[src/rtl/screg_bus_arbiter_if.sv]
// Requester-side and register-bus-side signals of the SC register bus arbiter.
// The arbiter takes the master modport because it masters the register fabric.
interface screg_bus_arbiter_if #(
  parameter int NUM_MST = 2
);
  localparam int GW = (NUM_MST > 1) ? $clog2(NUM_MST) : 1;

  logic [NUM_MST-1:0]    M_REQ;
  logic [NUM_MST-1:0]    M_WR;
  logic [NUM_MST*32-1:0] M_ADR;
  logic [NUM_MST*10-1:0] M_TYP;
  logic [NUM_MST*4-1:0]  M_WENB;
  logic [NUM_MST*32-1:0] M_WDAT;
  logic [NUM_MST-1:0]    M_ACK;
  logic [31:0]           M_RDAT;
  logic                  M_ERR;
  logic [GW-1:0]         M_GNT;

  logic [31:0] REG_WADR;
  logic [9:0]  REG_WTYP;
  logic [3:0]  REG_WENB;
  logic [31:0] REG_WDAT;
  logic        REG_WWAT;
  logic        REG_WERR;
  logic [31:0] REG_RADR;
  logic [9:0]  REG_RTYP;
  logic        REG_RENB;
  logic [31:0] REG_RDAT;
  logic        REG_RWAT;
  logic        REG_RERR;

  modport master (
    input  M_REQ, M_WR, M_ADR, M_TYP, M_WENB, M_WDAT,
    input  REG_WWAT, REG_WERR, REG_RDAT, REG_RWAT, REG_RERR,
    output M_ACK, M_RDAT, M_ERR, M_GNT,
    output REG_WADR, REG_WTYP, REG_WENB, REG_WDAT, REG_RADR, REG_RTYP, REG_RENB
  );

  modport slave (
    output M_REQ, M_WR, M_ADR, M_TYP, M_WENB, M_WDAT,
    output REG_WWAT, REG_WERR, REG_RDAT, REG_RWAT, REG_RERR,
    input  M_ACK, M_RDAT, M_ERR, M_GNT,
    input  REG_WADR, REG_WTYP, REG_WENB, REG_WDAT, REG_RADR, REG_RTYP, REG_RENB
  );
endinterface

[src/rtl/screg_bus_arbiter.sv]
// Round-robin arbiter sharing one SC register bus between NUM_MST requesters,
// one single-beat access at a time, with wait handling and stall timeout.
module screg_bus_arbiter #(
  parameter int NUM_MST = 2,
  parameter int TMO_CYC = 256,
  parameter int TMO_W   = 9
) (
  input  logic                 CLK,
  input  logic                 RESET,
  screg_bus_arbiter_if.master  bus
);
  localparam int GW = (NUM_MST > 1) ? $clog2(NUM_MST) : 1;
  localparam logic [GW:0] NUM_W = (GW+1)'(NUM_MST);
  localparam logic [TMO_W-1:0] TMO_LAST = (TMO_CYC > 0) ? TMO_W'(TMO_CYC - 1) : '0;

  typedef enum logic [1:0] {IDLE, ACCESS, RESP} state_t;

  logic [31:0] adr_a  [NUM_MST];
  logic [9:0]  typ_a  [NUM_MST];
  logic [3:0]  wenb_a [NUM_MST];
  logic [31:0] wdat_a [NUM_MST];

  genvar gi;
  generate
    for (gi = 0; gi < NUM_MST; gi++) begin : g_unpack
      assign adr_a[gi]  = bus.M_ADR[32*gi +: 32];
      assign typ_a[gi]  = bus.M_TYP[10*gi +: 10];
      assign wenb_a[gi] = bus.M_WENB[4*gi +: 4];
      assign wdat_a[gi] = bus.M_WDAT[32*gi +: 32];
    end
  endgenerate

  state_t             state_q, state_d;
  logic [GW-1:0]      ptr_q, ptr_d;
  logic [GW-1:0]      g_q, g_d;
  logic               wr_q, wr_d;
  logic [31:0]        adr_q, adr_d;
  logic [9:0]         typ_q, typ_d;
  logic [3:0]         wenb_q, wenb_d;
  logic [31:0]        wdat_q, wdat_d;
  logic [TMO_W-1:0]   cnt_q, cnt_d;
  logic [NUM_MST-1:0] ack_q, ack_d;
  logic [31:0]        rdat_q, rdat_d;
  logic               err_q, err_d;
  logic [GW-1:0]      gnt_q, gnt_d;
  logic [31:0]        reg_wadr_q, reg_wadr_d;
  logic [9:0]         reg_wtyp_q, reg_wtyp_d;
  logic [3:0]         reg_wenb_q, reg_wenb_d;
  logic [31:0]        reg_wdat_q, reg_wdat_d;
  logic [31:0]        reg_radr_q, reg_radr_d;
  logic [9:0]         reg_rtyp_q, reg_rtyp_d;
  logic               reg_renb_q, reg_renb_d;

  logic          found;
  logic [GW-1:0] sel;
  logic [GW:0]   cand;
  logic          wait_sel;
  logic          in_access;

  // First requesting index strictly after the pointer, wrapping modulo NUM_MST.
  always_comb begin
    found = 1'b0;
    sel   = '0;
    cand  = '0;
    for (int k = 1; k <= NUM_MST; k++) begin
      cand = {1'b0, ptr_q} + (GW+1)'(k);
      if (cand >= NUM_W) cand = cand - NUM_W;
      if (!found && bus.M_REQ[cand[GW-1:0]]) begin
        found = 1'b1;
        sel   = cand[GW-1:0];
      end
    end
  end

  always_comb begin
    state_d  = state_q;
    ptr_d    = ptr_q;
    g_d      = g_q;
    wr_d     = wr_q;
    adr_d    = adr_q;
    typ_d    = typ_q;
    wenb_d   = wenb_q;
    wdat_d   = wdat_q;
    cnt_d    = cnt_q;
    gnt_d    = gnt_q;
    ack_d    = '0;
    rdat_d   = '0;
    err_d    = 1'b0;
    wait_sel = wr_q ? bus.REG_WWAT : bus.REG_RWAT;

    unique case (state_q)
      IDLE: begin
        if (found) begin
          g_d    = sel;
          ptr_d  = sel;
          gnt_d  = sel;
          wr_d   = bus.M_WR[sel];
          adr_d  = adr_a[sel];
          typ_d  = typ_a[sel];
          wenb_d = wenb_a[sel];
          wdat_d = wdat_a[sel];
          cnt_d  = '0;
          // A write with no byte lanes has nothing to do on the bus.
          if (bus.M_WR[sel] && wenb_a[sel] == 4'h0) begin
            state_d    = RESP;
            ack_d[sel] = 1'b1;
          end else begin
            state_d = ACCESS;
          end
        end
      end
      ACCESS: begin
        if (!wait_sel) begin
          state_d     = RESP;
          ack_d[g_q]  = 1'b1;
          err_d       = wr_q ? bus.REG_WERR : bus.REG_RERR;
          rdat_d      = wr_q ? 32'h0 : bus.REG_RDAT;
        end else if (TMO_CYC != 0 && cnt_q == TMO_LAST) begin
          state_d    = RESP;
          ack_d[g_q] = 1'b1;
          err_d      = 1'b1;
        end else begin
          cnt_d = cnt_q + TMO_W'(1);
        end
      end
      RESP:    state_d = IDLE;
      default: state_d = IDLE;
    endcase

    in_access  = (state_d == ACCESS);
    reg_wadr_d = (in_access && wr_d)  ? adr_d  : 32'h0;
    reg_wtyp_d = (in_access && wr_d)  ? typ_d  : 10'h0;
    reg_wenb_d = (in_access && wr_d)  ? wenb_d : 4'h0;
    reg_wdat_d = (in_access && wr_d)  ? wdat_d : 32'h0;
    reg_radr_d = (in_access && !wr_d) ? adr_d  : 32'h0;
    reg_rtyp_d = (in_access && !wr_d) ? typ_d  : 10'h0;
    reg_renb_d = in_access && !wr_d;
  end

  always_ff @(posedge CLK) begin
    if (RESET) begin
      state_q    <= IDLE;
      ptr_q      <= GW'(NUM_MST - 1);
      g_q        <= '0;
      wr_q       <= 1'b0;
      adr_q      <= '0;
      typ_q      <= '0;
      wenb_q     <= '0;
      wdat_q     <= '0;
      cnt_q      <= '0;
      ack_q      <= '0;
      rdat_q     <= '0;
      err_q      <= 1'b0;
      gnt_q      <= '0;
      reg_wadr_q <= '0;
      reg_wtyp_q <= '0;
      reg_wenb_q <= '0;
      reg_wdat_q <= '0;
      reg_radr_q <= '0;
      reg_rtyp_q <= '0;
      reg_renb_q <= 1'b0;
    end else begin
      state_q    <= state_d;
      ptr_q      <= ptr_d;
      g_q        <= g_d;
      wr_q       <= wr_d;
      adr_q      <= adr_d;
      typ_q      <= typ_d;
      wenb_q     <= wenb_d;
      wdat_q     <= wdat_d;
      cnt_q      <= cnt_d;
      ack_q      <= ack_d;
      rdat_q     <= rdat_d;
      err_q      <= err_d;
      gnt_q      <= gnt_d;
      reg_wadr_q <= reg_wadr_d;
      reg_wtyp_q <= reg_wtyp_d;
      reg_wenb_q <= reg_wenb_d;
      reg_wdat_q <= reg_wdat_d;
      reg_radr_q <= reg_radr_d;
      reg_rtyp_q <= reg_rtyp_d;
      reg_renb_q <= reg_renb_d;
    end
  end

  assign bus.M_ACK    = ack_q;
  assign bus.M_RDAT   = rdat_q;
  assign bus.M_ERR    = err_q;
  assign bus.M_GNT    = gnt_q;
  assign bus.REG_WADR = reg_wadr_q;
  assign bus.REG_WTYP = reg_wtyp_q;
  assign bus.REG_WENB = reg_wenb_q;
  assign bus.REG_WDAT = reg_wdat_q;
  assign bus.REG_RADR = reg_radr_q;
  assign bus.REG_RTYP = reg_rtyp_q;
  assign bus.REG_RENB = reg_renb_q;
endmodule

[src/flat_wrapper.sv]
// flat-port wrapper written by rule: the top's interface ports become plain ports
module screg_bus_arbiter_flat 
#(
  parameter int NUM_MST = 2,
  parameter int TMO_CYC = 256,
  parameter int TMO_W   = 9
)
  (CLK, RESET, bus_M_REQ, bus_M_WR, bus_M_ADR, bus_M_TYP, bus_M_WENB, bus_M_WDAT, bus_REG_WWAT, bus_REG_WERR, bus_REG_RDAT, bus_REG_RWAT, bus_REG_RERR, bus_M_ACK, bus_M_RDAT, bus_M_ERR, bus_M_GNT, bus_REG_WADR, bus_REG_WTYP, bus_REG_WENB, bus_REG_WDAT, bus_REG_RADR, bus_REG_RTYP, bus_REG_RENB);
  screg_bus_arbiter_if #(.NUM_MST(NUM_MST)) bus_i ();
  input  logic CLK;
  input  logic RESET;
  input wire logic [$bits(bus_i.M_REQ)-1:0] bus_M_REQ;
  input wire logic [$bits(bus_i.M_WR)-1:0] bus_M_WR;
  input wire logic [$bits(bus_i.M_ADR)-1:0] bus_M_ADR;
  input wire logic [$bits(bus_i.M_TYP)-1:0] bus_M_TYP;
  input wire logic [$bits(bus_i.M_WENB)-1:0] bus_M_WENB;
  input wire logic [$bits(bus_i.M_WDAT)-1:0] bus_M_WDAT;
  input wire logic [$bits(bus_i.REG_WWAT)-1:0] bus_REG_WWAT;
  input wire logic [$bits(bus_i.REG_WERR)-1:0] bus_REG_WERR;
  input wire logic [$bits(bus_i.REG_RDAT)-1:0] bus_REG_RDAT;
  input wire logic [$bits(bus_i.REG_RWAT)-1:0] bus_REG_RWAT;
  input wire logic [$bits(bus_i.REG_RERR)-1:0] bus_REG_RERR;
  output wire logic [$bits(bus_i.M_ACK)-1:0] bus_M_ACK;
  output wire logic [$bits(bus_i.M_RDAT)-1:0] bus_M_RDAT;
  output wire logic [$bits(bus_i.M_ERR)-1:0] bus_M_ERR;
  output wire logic [$bits(bus_i.M_GNT)-1:0] bus_M_GNT;
  output wire logic [$bits(bus_i.REG_WADR)-1:0] bus_REG_WADR;
  output wire logic [$bits(bus_i.REG_WTYP)-1:0] bus_REG_WTYP;
  output wire logic [$bits(bus_i.REG_WENB)-1:0] bus_REG_WENB;
  output wire logic [$bits(bus_i.REG_WDAT)-1:0] bus_REG_WDAT;
  output wire logic [$bits(bus_i.REG_RADR)-1:0] bus_REG_RADR;
  output wire logic [$bits(bus_i.REG_RTYP)-1:0] bus_REG_RTYP;
  output wire logic [$bits(bus_i.REG_RENB)-1:0] bus_REG_RENB;
  assign bus_i.M_REQ = bus_M_REQ;
  assign bus_i.M_WR = bus_M_WR;
  assign bus_i.M_ADR = bus_M_ADR;
  assign bus_i.M_TYP = bus_M_TYP;
  assign bus_i.M_WENB = bus_M_WENB;
  assign bus_i.M_WDAT = bus_M_WDAT;
  assign bus_i.REG_WWAT = bus_REG_WWAT;
  assign bus_i.REG_WERR = bus_REG_WERR;
  assign bus_i.REG_RDAT = bus_REG_RDAT;
  assign bus_i.REG_RWAT = bus_REG_RWAT;
  assign bus_i.REG_RERR = bus_REG_RERR;
  assign bus_M_ACK = bus_i.M_ACK;
  assign bus_M_RDAT = bus_i.M_RDAT;
  assign bus_M_ERR = bus_i.M_ERR;
  assign bus_M_GNT = bus_i.M_GNT;
  assign bus_REG_WADR = bus_i.REG_WADR;
  assign bus_REG_WTYP = bus_i.REG_WTYP;
  assign bus_REG_WENB = bus_i.REG_WENB;
  assign bus_REG_WDAT = bus_i.REG_WDAT;
  assign bus_REG_RADR = bus_i.REG_RADR;
  assign bus_REG_RTYP = bus_i.REG_RTYP;
  assign bus_REG_RENB = bus_i.REG_RENB;
  screg_bus_arbiter #(.NUM_MST(NUM_MST), .TMO_CYC(TMO_CYC), .TMO_W(TMO_W)) u_core (.CLK(CLK), .RESET(RESET), .bus(bus_i));
endmodule
[config.mk]
export PLATFORM = sky130hd
export DESIGN_NAME = screg_bus_arbiter_flat
export DESIGN_NICKNAME = d
export VERILOG_FILES = /design/src/rtl/screg_bus_arbiter_if.sv /design/src/rtl/screg_bus_arbiter.sv /design/src/flat_wrapper.sv
export SDC_FILE = /design/constraint.sdc
export NUM_CORES = 1
export LEC_CHECK = 0
export ABC_CLOCK_PERIOD_IN_PS = 2590
export CAP_MARGIN = 20
export CORE_MARGIN = 1
export CORE_UTILIZATION = 44
export CTS_BUF_LIST = sky130_fd_sc_hd__clkbuf_4 sky130_fd_sc_hd__clkbuf_8
export DETAILED_ROUTE_END_ITERATION = 10
export PLACE_DENSITY = 0.82
export SLEW_MARGIN = 20
export SYNTH_ARGS = -nofsm -noshare
export SYNTH_HDL_FRONTEND = slang
export SYNTH_SLANG_ARGS = --single-unit
[constraint.sdc]
create_clock -name CLK -period 2.59 [get_ports CLK]
set_clock_uncertainty 0.2 [all_clocks]
set_input_delay 0.518 -clock CLK [delete_from_list [all_inputs] [get_ports CLK]]
set_output_delay 0.518 -clock CLK [all_outputs]
set_load 0.03 [all_outputs]
# == Yosys cells after proc, flatten, opt, wreduce, memory -nomap -nowiden ==
# Cells that the tools add are included.
# classes
addsub,5
order_cmp,9
n_eq_ne,6
n_mux,56
bitwise,4
reduce_logical,17
# op_table
operator,count
2-to-1 mux 32 bit,10
2-to-1 mux 10 bit,5
2-to-1 mux 9 bit,3
2-to-1 mux 1 bit,20
2-to-1 mux 4 bit,5
one-hot mux 9 bit (2 select lines),1
2-to-1 mux 2 bit,8
adder 9 x 1 -> 9 bit (second input constant),1
== test 9 x 8 -> 1 bit (second input constant),1
less-than comparator 1 x 2 -> 1 bit (second input constant),4
one-hot mux 2 bit (2 select lines),2
>= comparator 2 bit (second input constant),3
logical AND 1 bit,6
OR reduction 2 bit,3
== test 2 x 1 -> 1 bit (second input constant),2
zero test 4 bit,1
!= test 2 x 1 -> 1 bit (second input constant),2
AND reduction 4 bit,1
OR reduction 4 bit,1
NOT 1 bit,3
adder 1 x 1 -> 2 bit (second input constant),1
adder 1 x 2 -> 2 bit (second input constant),1
demux 1 bit (select 1 bit),2
>= comparator 1 bit (second input constant),2
other kinds (7),9
# word_totals
register_bits,248
inputBits,198
output_inout_bits,157
word_cells,116

# == Logic depth before layout (Yosys ltp) ==
# Gate-level depths: netlist of the first run.
# logic_depth
word_depth,22
ltp_mapped,9
ltp_nobuf,8

# == Worst setup path after synthesis of the first run ==
# Ideal clock, no wire load.
# synth_timing
path_type,flip-flop to flip-flop
from,register u_core.cnt_q[0]
to,register u_core.cnt_q[7]
arrival_time_ns,2.045
required_time_ns,2.320
slack_ns,0.276
path_stages_with_launch,9
path_cell_list,dfxtp_1 -> ha_1 -> nand2_1 -> nor2_1 -> ha_1 -> nor3b_1 -> a22oi_1 -> or4_1 -> a21oi_1
# synth_between
elab_chain_len,4
elab_cells_between_ends,7
# synth_lines
item,line_no,rtl
from (decl),screg_bus_arbiter.sv:41,"logic [TMO_W-1:0] cnt_q, cnt_d;"
from (signal assigned),screg_bus_arbiter.sv:171,cnt_q <= cnt_d;
adder 9 x 1 -> 9 bit,screg_bus_arbiter.sv:123,cnt_d = cnt_q + TMO_W'(1);
2-to-1 mux 9 bit,screg_bus_arbiter.sv:118,end else if (TMO_CYC != 0 && cnt_q == TMO_LAST) begin
2-to-1 mux 9 bit,screg_bus_arbiter.sv:113,if (!wait_sel) begin
one-hot mux 9 bit (2 select lines),screg_bus_arbiter.sv:91,unique case (state_q)
# Parallel ways exist; a longest one is shown, timed or not. The select of a mux whose other input is x is not followed.
# A chain may end at the register's enable or synchronous reset.

# == Worst setup path after layout of the first run ==
# layout_timing
from,register u_core.cnt_q[4]
to,register u_core.cnt_q[5]
# The elaborated chain is that of the path after synthesis.

==> results.yml, run 1 <==
status:
  status: "complete, no violations"
placed_design:
  portBuffers: 354
  place.detailed.hpwl_um: 19060
  place_congestion: 0.8496
  placed_cell_area_um2: 12660
  pre_cts_ws_ps: 12.12
floorplan:
  die_x_um: 142.4
  core_um2: 19020
  ios: 355
  start_util: 0.4561
  die_y_um: 142.4
  num_rows: 50
  die-area_um2: 20280
clock_network:
  post_cts_buffers: 0
  clk_pin_slew_ps: 60
  numClockSinks: 248
  cts_resized: 0
  postCtsHoldBufs: 0
  cts_buffer_depth: 3
  cts_buffers: 40
  cts_htree_levels: 2
  insertion_delay_ps: 530
  cts_tree: "done"
  clock-root-buffer: "clkbuf_8"
worst_setup_path:
  critPathKind: "reg2reg"
  r2r-end: "u_core.cnt_q[5]"
  crit_path_max_incr_delay_ps: 330
  r2r_setup_slack_ps: 210
  start_kind: "flop"
  crit_chain: "and4_1, nand2_1, nor2_1, ha_1, nor3b_1, a22oi_1, buf_4, or3_1, a21oi_1"
  path_delay_family: "simple AND/OR/NAND/NOR gates"
  r2r-start: "u_core.cnt_q[4]"
  cp.required_ps: 2850
  crit_fanout: 5
  ff2ff_path_depth: 9
  arrival_ps: 2640
  slowest_stage: "dfxtp_1"
  critPathBufInv: 1
  endpoint_kind: "flop"
logic_synthesis:
  ys_ff_latch: 248
  synth_area_um2: 8675
  synthCells: 952
  synth-seq-area-share: 0.5723
  yosys_warnings: 0
  syn_nets: 1152
  avgSynthCellArea_um2: 9.112
  ys_types: 45
power:
  peakVddDrop_uv: 482.1
  power.density_nw_per_um2: 804.7
  p_leak_nw: 5.340
timing:
  max_freq_mhz: 419.9
  post-route-min-period_ps: 2381
  relSlewSlack: 0.5757
  setup_slack_ps: 208.5
  rsz0062_at_grt: "false"
  layout_worst_path_cycle_share: 0.9195
  setup_tns_ps: 0
  tightest_slew_ps: 636.5
  drv_slew: 0
  setup_viol_count_final: 0
  hold_violations: 0
drt:
  drt_wl_total_um: 28330
  drc: 0
  wl_per_cell_um: 17.74
  num_vias: 8514
  drt_first_pass_iters: 5
  drtIter0Drc: 509
  ant_nets: 0
  viasPerCell: 5.331
final_layout:
  diodes: 0
  layout-drive-gt1-share: 0.09574
  area_delta_synth_final_pct: 56.48
  nets: 1506
  design_area_um2: 13570
global_routing:
  antenna_found_initial: 0
  grt_usage: 0.2726
  grt-ovfl-total: 0
  grt_pass1_wl_um: 43320
  grt_pass1_vias: 8446
  grt_max_degree: 60
run:
  cap_violations: 0
hold_path:
  whs_path_depth: 2
  hold_start: "u_core.cnt_q[5]"
  hp-class: "reg2reg"
  hold_end: "u_core.cnt_q[5]"
## cell families after synthesis
group           after synthesis  synth area share
xor+xnor                      2          0.002020
compound gates              148            0.1255
simple gates                467            0.2526
mux                           2          0.002452
fa+ha+maj                     2          0.002884
buf+inv                      83           0.04226
flops                       248            0.5723
## synth_stat cells (all sizes together)
library cell,instances,share of area
a21oi,42,0.024
and2,32,0.023
nand4,2,0.0014
xor2,2,0.0020
o2bb2ai,43,0.043
nor2,132,0.057
a21bo,1,0.0012
or2,6,0.0043
a2111oi,1,0.0010
or4b,1,0.0012
a221o,1,0.0012
a22oi,1,0.00087
nor3b,1,0.00087
or3b,1,0.0010
o31ai,1,0.00087
nand2,124,0.054
mux2i,1,0.0012
nor3,82,0.048
o211ai,2,0.0017
ha,2,0.0029
o21ai,3,0.0017
or3,3,0.0022
dfxtp,248,0.57
clkbuf,48,0.021
buf,31,0.020
o32ai,1,0.0032
a21boi,1,0.00087
a21o,1,0.00087
a31oi,3,0.0029
mux2,1,0.0013
inv,4,0.0017
nor4,36,0.026
nor2b,2,0.0014
o22ai,1,0.0014
and3,38,0.027
a211oi,45,0.039
o21ba,1,0.0012
nand3,4,0.0023
or4,2,0.0017
and4,1,0.0010
## how the worst max path moves through the flow
stage	start	to	slack [ps]	cells past startpoint
2_1_floorplan	u_core.cnt_q[0]	u_core.cnt_q[7]	280	8
3_3_place_gp	bus_M_REQ[0]	u_core.bus.REG_WDAT[19]	90	5
3_5_place_dp	bus_M_REQ[1]	u_core.bus.REG_WTYP[8]	10	6
4_1_cts	u_core.cnt_q[4]	u_core.cnt_q[5]	210	9
5_1_grt	u_core.cnt_q[4]	u_core.cnt_q[5]	7	9
6_report	u_core.cnt_q[4]	u_core.cnt_q[5]	210	9
## layout make-up
class	count	area, um2
multi-input cells	621	3391
clock buffers	60	763.2
well taps	260	325.3
fillers	1394	5444
clock inverters	13	146.4
flip-flops and latches	248	4965
repair buffers	391	3969
inverters	4	15.01
## power by group
part           internal, mW  total (mW)  switching, mW
clock network          2.20        3.76           1.56
registers              4.23        4.39          0.157
logic                  1.16        2.77           1.61
## cell usage in the layout, fill, tap and decap left out, drive strengths merged, types with 32 or more instances in the layout
cell and n:
clkdlybuf4s50 353, nor2 132, and3 38, nand2 124, buf 38, and2 32
a211oi 45, nor3 82, o2bb2ai 43, nor4 36, dfxtp 248, clkbuf 60
a21oi 42
## routing by layer
metal,vias to the layer above,global-route usage,part of all wire
li1,4012,-,-
met1,4032,0.3127,0.39
met2,378,0.4770,0.50
met3,92,0.05989,0.069
met4,0,0.1370,0.040
met5,-,0,0
## metrics by stage
step	hold WS (ps)	instances	util	power (mW)
after floorplan	252.1	952	-	5.979
after global placement	264.2	1524	0.6659	7.146
after detailed placement	276.3	1524	0.6659	7.205
after CTS	286.6	1597	0.7138	10.96
after global routing	297.5	1597	0.7138	11.36
final	287.4	1597	0.7138	10.92
## tightest hold or removal path, cell delays in order, from the launching register on
cell     delay, ps
dfxtp_1        320
o21ai_0         70
a21oi_1         60
## sequential cells by signal, indices dropped and copies added, names as in the netlist, 9 cells and up
register,count
u_core.bus.REG_RTYP,10
u_core.adr_q,32
u_core.cnt_q,9
u_core.bus.REG_WTYP,10
u_core.bus.REG_RADR,32
u_core.bus.REG_WADR,32
u_core.bus.REG_WDAT,32
u_core.bus.M_RDAT,32
u_core.wdat_q,32
u_core.typ_q,10
Note: power is estimated with default switching activity, not from simulation.
==> run 2, diff against run 1 <==
--- a/config.mk
+++ b/config.mk
@@ -7,11 +7,12 @@
 export LEC_CHECK = 0
 export ABC_CLOCK_PERIOD_IN_PS = 2590
 export CAP_MARGIN = 20
-export CORE_MARGIN = 1
+export CORE_MARGIN = 2
 export CORE_UTILIZATION = 44
 export CTS_BUF_LIST = sky130_fd_sc_hd__clkbuf_4 sky130_fd_sc_hd__clkbuf_8
 export DETAILED_ROUTE_END_ITERATION = 10
 export PLACE_DENSITY = 0.82
+export REMOVE_ABC_BUFFERS = 1
 export SLEW_MARGIN = 20
 export SYNTH_ARGS = -nofsm -noshare
 export SYNTH_HDL_FRONTEND = slang
==> results.yml, run 2 (synthesized netlist as in run 1, its figures left out) <==
status:
  status: "complete, no violations"
drt:
  num_vias: 8368
  wl_per_cell_um: 17.64
  drtIter0Drc: 497
  ant_nets: 0
  wl_met1_um: 10890
  routed.top_layer: "met4"
  viasPerCell: 5.220
  met3WireLength_um: 2438
  drt_wl_total_um: 28270
  drt_first_pass_iters: 5
  wl_met2_um: 13830
  drc: 0
floorplan:
  core_um2: 19400
  die-area_um2: 20850
  start_util: 0.4472
  die_x_um: 144.4
  num_rows: 51
  ios: 355
  die_y_um: 144.4
clock_network:
  cts_htree_levels: 2
  insertion_delay_ps: 530
  numClockSinks: 248
  clk_pin_slew_ps: 60
  cts_buffers: 40
  cts_tree: "done"
  cts_buffer_depth: 3
  postCtsHoldBufs: 0
  post_cts_buffers: 0
  cts_resized: 0
  clock-root-buffer: "clkbuf_8"
timing:
  post-route-min-period_ps: 2356
  drv_slew: 0
  relSlewSlack: 0.4884
  hold_violations: 0
  setup_tns_ps: 0
  max_freq_mhz: 424.4
  rsz0062_at_grt: "false"
  setup_viol_count_final: 0
  tightest_slew_ps: 767.4
  layout_worst_path_cycle_share: 0.9097
worst_setup_path:
  start_kind: "flop"
  r2r_setup_slack_ps: 230
  ff2ff_path_depth: 9
  critPathKind: "reg2reg"
  cp.required_ps: 2840
  crit_chain: "and4_1, nand2_1, nor2_1, ha_1, nor3b_1, a22oi_1, buf_4, or3_1, a21oi_1"
  path_delay_family: "simple AND/OR/NAND/NOR gates"
  r2r-end: "u_core.cnt_q[3]"
  r2r-start: "u_core.cnt_q[4]"
  slowest_stage: "or3_1"
  crit_fanout: 5
  endpoint_kind: "flop"
  crit_path_max_incr_delay_ps: 350
  critPathBufInv: 1
  arrival_ps: 2610
global_routing:
  grt-ovfl-total: 0
  antenna_found_initial: 0
  grt_max_degree: 79
  grt_pass1_vias: 8016
  grt_usage: 0.2566
  grt_pass1_wl_um: 41990
placed_design:
  dp_cells: 1531
  place.detailed.hpwl_um: 19430
  portBuffers: 354
  place_congestion: 0.8868
hold_path:
  whs_path_depth: 2
  hold_end: "u_core.cnt_q[7]"
  hp-class: "reg2reg"
  hold_start: "u_core.cnt_q[7]"
final_layout:
  layout_commonest_cell: "clkdlybuf4s50_1"
  multi_input_area_um2: 3397
  fin_cells: 1603
  layout-drive-gt1-share: 0.09641
  layout_common_cells: "clkdlybuf4s50_1, dfxtp_1, nor2_1, nand2_1, nor3_1"
  area_delta_synth_final_pct: 56.31
  nets: 1508
  register_area_um2: 4965
  fill_cells: 1483
  diodes: 0
power:
  swShare: 0.3077
  p_int_mw: 7.391
  power.density_nw_per_um2: 787.4
  peakVddDrop_uv: 374.2
  p_leak_nw: 5.330
  combPwrFrac: 0.262
  power_frac_seq: 0.412
  power.switching_mw: 3.285
  clockPowerShare: 0.326
run:
  cap_violations: 0
-- run 2: changes by cell type in the layout (fill, tap and decap cells not counted), sizes merged --
cell    before  now
bufinv       3    1
clkinv       8    9
buf         38   40
-- run 2: layout make-up --
cell class,count,share of cell area
Clock inverter,12,0.006736
Clock buffer,60,0.05537
Timing Repair Buffer,393,0.2957
Multi-Input combinational cell,621,0.2505
Tap cell,265,0.02445
Inverter,4,0.001107
Sequential cell,248,0.3662
-- run 2: stage by stage --
stage | area (um2) | utilization | power [mW] | hold WS [ps] | worst slack [ps]
final | 13560 | 0.6990 | 10.68 | 284.6 | 233.8
after global routing | 13560 | 0.6990 | 11.16 | 298.2 | 38.11
after CTS | 13560 | 0.6990 | 10.75 | 284.1 | 215.9
after detailed placement | 12720 | 0.6556 | 7.253 | 277.3 | -56.90
after global placement | 12720 | 0.6556 | 7.199 | 264.7 | 45.87
after floorplan | 8323 | - | 5.934 | 252.1 | -3842
-- run 2: power by group through the flow --
stage	sequential (mW)	combinational, mW	clock (mW)
after floorplan	4.90	1.04	0
final	4.40	2.79	3.48
after global routing	4.43	3.00	3.73
after global placement	4.47	2.73	0
after detailed placement	4.48	2.78	0
after CTS	4.40	2.80	3.55
-- run 2: routing by layer --
| metal | GRT usage | vias to the layer above |
|---|---|---|
| li1 | - | 4014 |
| met1 | 0.3060 | 3900 |
| met2 | 0.4390 | 379 |
| met3 | 0.06291 | 75 |
| met4 | 0.1129 | 0 |
| met5 | 0 | - |
-- run 2: worst register-to-register path, delay by kind of cell (launching register included) --
family                     cells  cell delay (ps)
AOI/OAI and AO/OA              2              310
adders and majority gates      1              240
buffers and inverters          1              200
DFF                            1              340
and+or+nand+nor                5             1000
-- run 2: worst max path at each step --
stage                           startpoint                 endpoint  slack (ps)  depth (start not counted)
finish                     u_core.cnt_q[4]          u_core.cnt_q[3]         230                          9
global route               u_core.cnt_q[4]          u_core.cnt_q[3]          40                          9
CTS                 u_core.bus.REG_WADR[6]          bus_REG_WADR[6]         220                          1
detailed placement            bus_M_REQ[1]  u_core.bus.REG_WDAT[15]         -60                          7
global placement              bus_M_REQ[1]  u_core.bus.REG_WDAT[27]          50                          7
floorplan                u_core.state_q[1]   u_core.bus.REG_WDAT[0]       -3840                          4
==> run 3, diff against run 2 <==
--- a/config.mk
+++ b/config.mk
@@ -11,9 +11,9 @@
 export CORE_UTILIZATION = 44
 export CTS_BUF_LIST = sky130_fd_sc_hd__clkbuf_4 sky130_fd_sc_hd__clkbuf_8
 export DETAILED_ROUTE_END_ITERATION = 10
+export GPL_TIMING_DRIVEN = 0
 export PLACE_DENSITY = 0.82
 export REMOVE_ABC_BUFFERS = 1
-export SLEW_MARGIN = 20
 export SYNTH_ARGS = -nofsm -noshare
 export SYNTH_HDL_FRONTEND = slang
 export SYNTH_SLANG_ARGS = --single-unit
==> constraint.sdc (replaced) <==
create_clock -name CLK -period 2.59 [get_ports CLK]
set_clock_uncertainty 0.2 [all_clocks]
set_input_delay 0.518 -clock CLK [delete_from_list [all_inputs] [get_ports CLK]]
set_output_delay 0.518 -clock CLK [all_outputs]
set_load 0.02 [all_outputs]
==> results.yml, run 3 (synthesized netlist as in run 1, its figures left out) <==
clock_network:
  cts_buffers: 39
  cts_tree: "done"
  numClockSinks: 248
  clock-root-buffer: "clkbuf_8"
  cts_buffer_depth: 3
  insertion_delay_ps: 510
  clk_pin_slew_ps: 60
  postCtsHoldBufs: 0
  cts_htree_levels: 2
placed_design:
  place_congestion: 0.8135
  portBuffers: 354
  pre_cts_ws_ps: -1298
  place.detailed.hpwl_um: 19260
drt:
  ant_nets: 0
  wl_per_cell_um: 18.65
  drt_wl_total_um: 29680
  drtIter0Drc: 519
  drc: 0
  drt_first_pass_iters: 6
  num_vias: 8391
  viasPerCell: 5.274
floorplan:
  num_rows: 51
  start_util: 0.4472
  die_y_um: 144.4
  die-area_um2: 20850
  die_x_um: 144.4
  core_um2: 19400
  ios: 355
run:
  cap_violations: 0
timing:
  relSlewSlack: 0.2641
  holdWs_ps: 264.0
  setup_slack_ps: 86.57
  post-route-min-period_ps: 2503
  tightest_slew_ps: 1104
  hold_violations: 0
  layout_worst_path_cycle_share: 0.9666
  setup_viol_count_final: 0
  max_freq_mhz: 399.5
  drv_slew: 0
final_layout:
  layout-drive-gt1-share: 0.09201
  diodes: 0
  layout_common_cells: "clkdlybuf4s50_1, dfxtp_1, nor2_1, nand2_1, nor3_1"
  fill_cells: 1489
  nets: 1507
  layout_commonest_cell: "clkdlybuf4s50_1"
  area_delta_synth_final_pct: 56.86
  fin_util: 0.7014
power:
  p_leak_nw: 5.299
  power.density_nw_per_um2: 763.4
  peakVddDrop_uv: 388.6
worst_setup_path:
  start_kind: "primary input"
  crit_fanout: 23
  endpoint_kind: "flop"
  arrival_ps: 2690
  critPathKind: "in2reg"
  cp.required_ps: 2780
hold_path:
  hp-class: "in2reg"
global_routing:
  antenna_found_initial: 0
  met3_usage: 0.06921
  grt-ovfl-total: 0
  grt_usage: 0.2706
  top_usage_layer: "met2"
  grt_pass1_wl_um: 43740
  met2_usage: 0.4692
  grt_use_met1: 0.3124
  grt_pass1_vias: 8152
  grt_max_degree: 56
status:
  status: "complete, no violations"
[run 3: report_power, final]
part / leakage [nW] / switching, mW / internal (mW)
clock network: 0.404 / 1.44 / 1.86
logic: 2.86 / 1.47 / 1.20
registers: 2.03 / 0.181 / 4.23
total: 5.30 / 3.09 / 7.30
[run 3: final timing paths]
| check | to | depth (start not counted) | slack (ps) | startpoint |
|---|---|---|---|---|
| worst min-delay path | u_core.cnt_q[1] | 2 | 260 | RESET |
| worst max register to register | u_core.bus.REG_WADR[14] | 6 | 100 | u_core.wr_q |
| worst max-delay path | u_core.bus.REG_WADR[14] | 6 | 90 | bus_M_REQ[0] |
| worst min register to register | u_core.wenb_q[1] | 2 | 290 | u_core.wenb_q[1] |
[run 3: metal layers]
metal	routed length, um	vias to the layer above
met5	0	-
met4	1185	0
met3	2592	78
met2	14530	405
met1	11370	3887
li1	-	4021
[run 3: stage by stage]
stage / instances / cell area, um2 / setup TNS, ps / power, mW
finish: 1591 / 13610 / 0 / 10.39
detailed placement: 1507 / 12570 / -170780 / 7.018
CTS: 1587 / 13560 / -3.106 / 10.40
floorplan: 873 / 8323 / -739850 / 5.766
global route: 1591 / 13610 / -5.101 / 10.83
global placement: 1492 / 12200 / -2112620 / 6.985
[run 3: worst max-delay path, stage by stage]
cell and delay, ps:
clkdlybuf4s15_1 570, or4b_1 640, o32ai_4 220, or2_4 400
buf_16 220, nor3_1 100
[run 3: what timing repair did]
item	CTS	global route
gates resized for setup	9	5
pin swaps	6	2
endpoints found under the setup margin	186	110
gates cloned	6	0
buffers inserted	14	4
[run 3: layout make-up]
class | instances | area, um2 | share of cell area
Clock buffer | 55 | 713.2 | 0.05241
Timing Repair Buffer | 387 | 4011 | 0.2948
Tap cell | 265 | 331.6 | 0.02437
Sequential cell | 248 | 4969 | 0.3651
Inverter | 4 | 15.01 | 0.001103
Clock inverter | 5 | 56.30 | 0.004138
Multi-Input combinational cell | 627 | 3511 | 0.2580
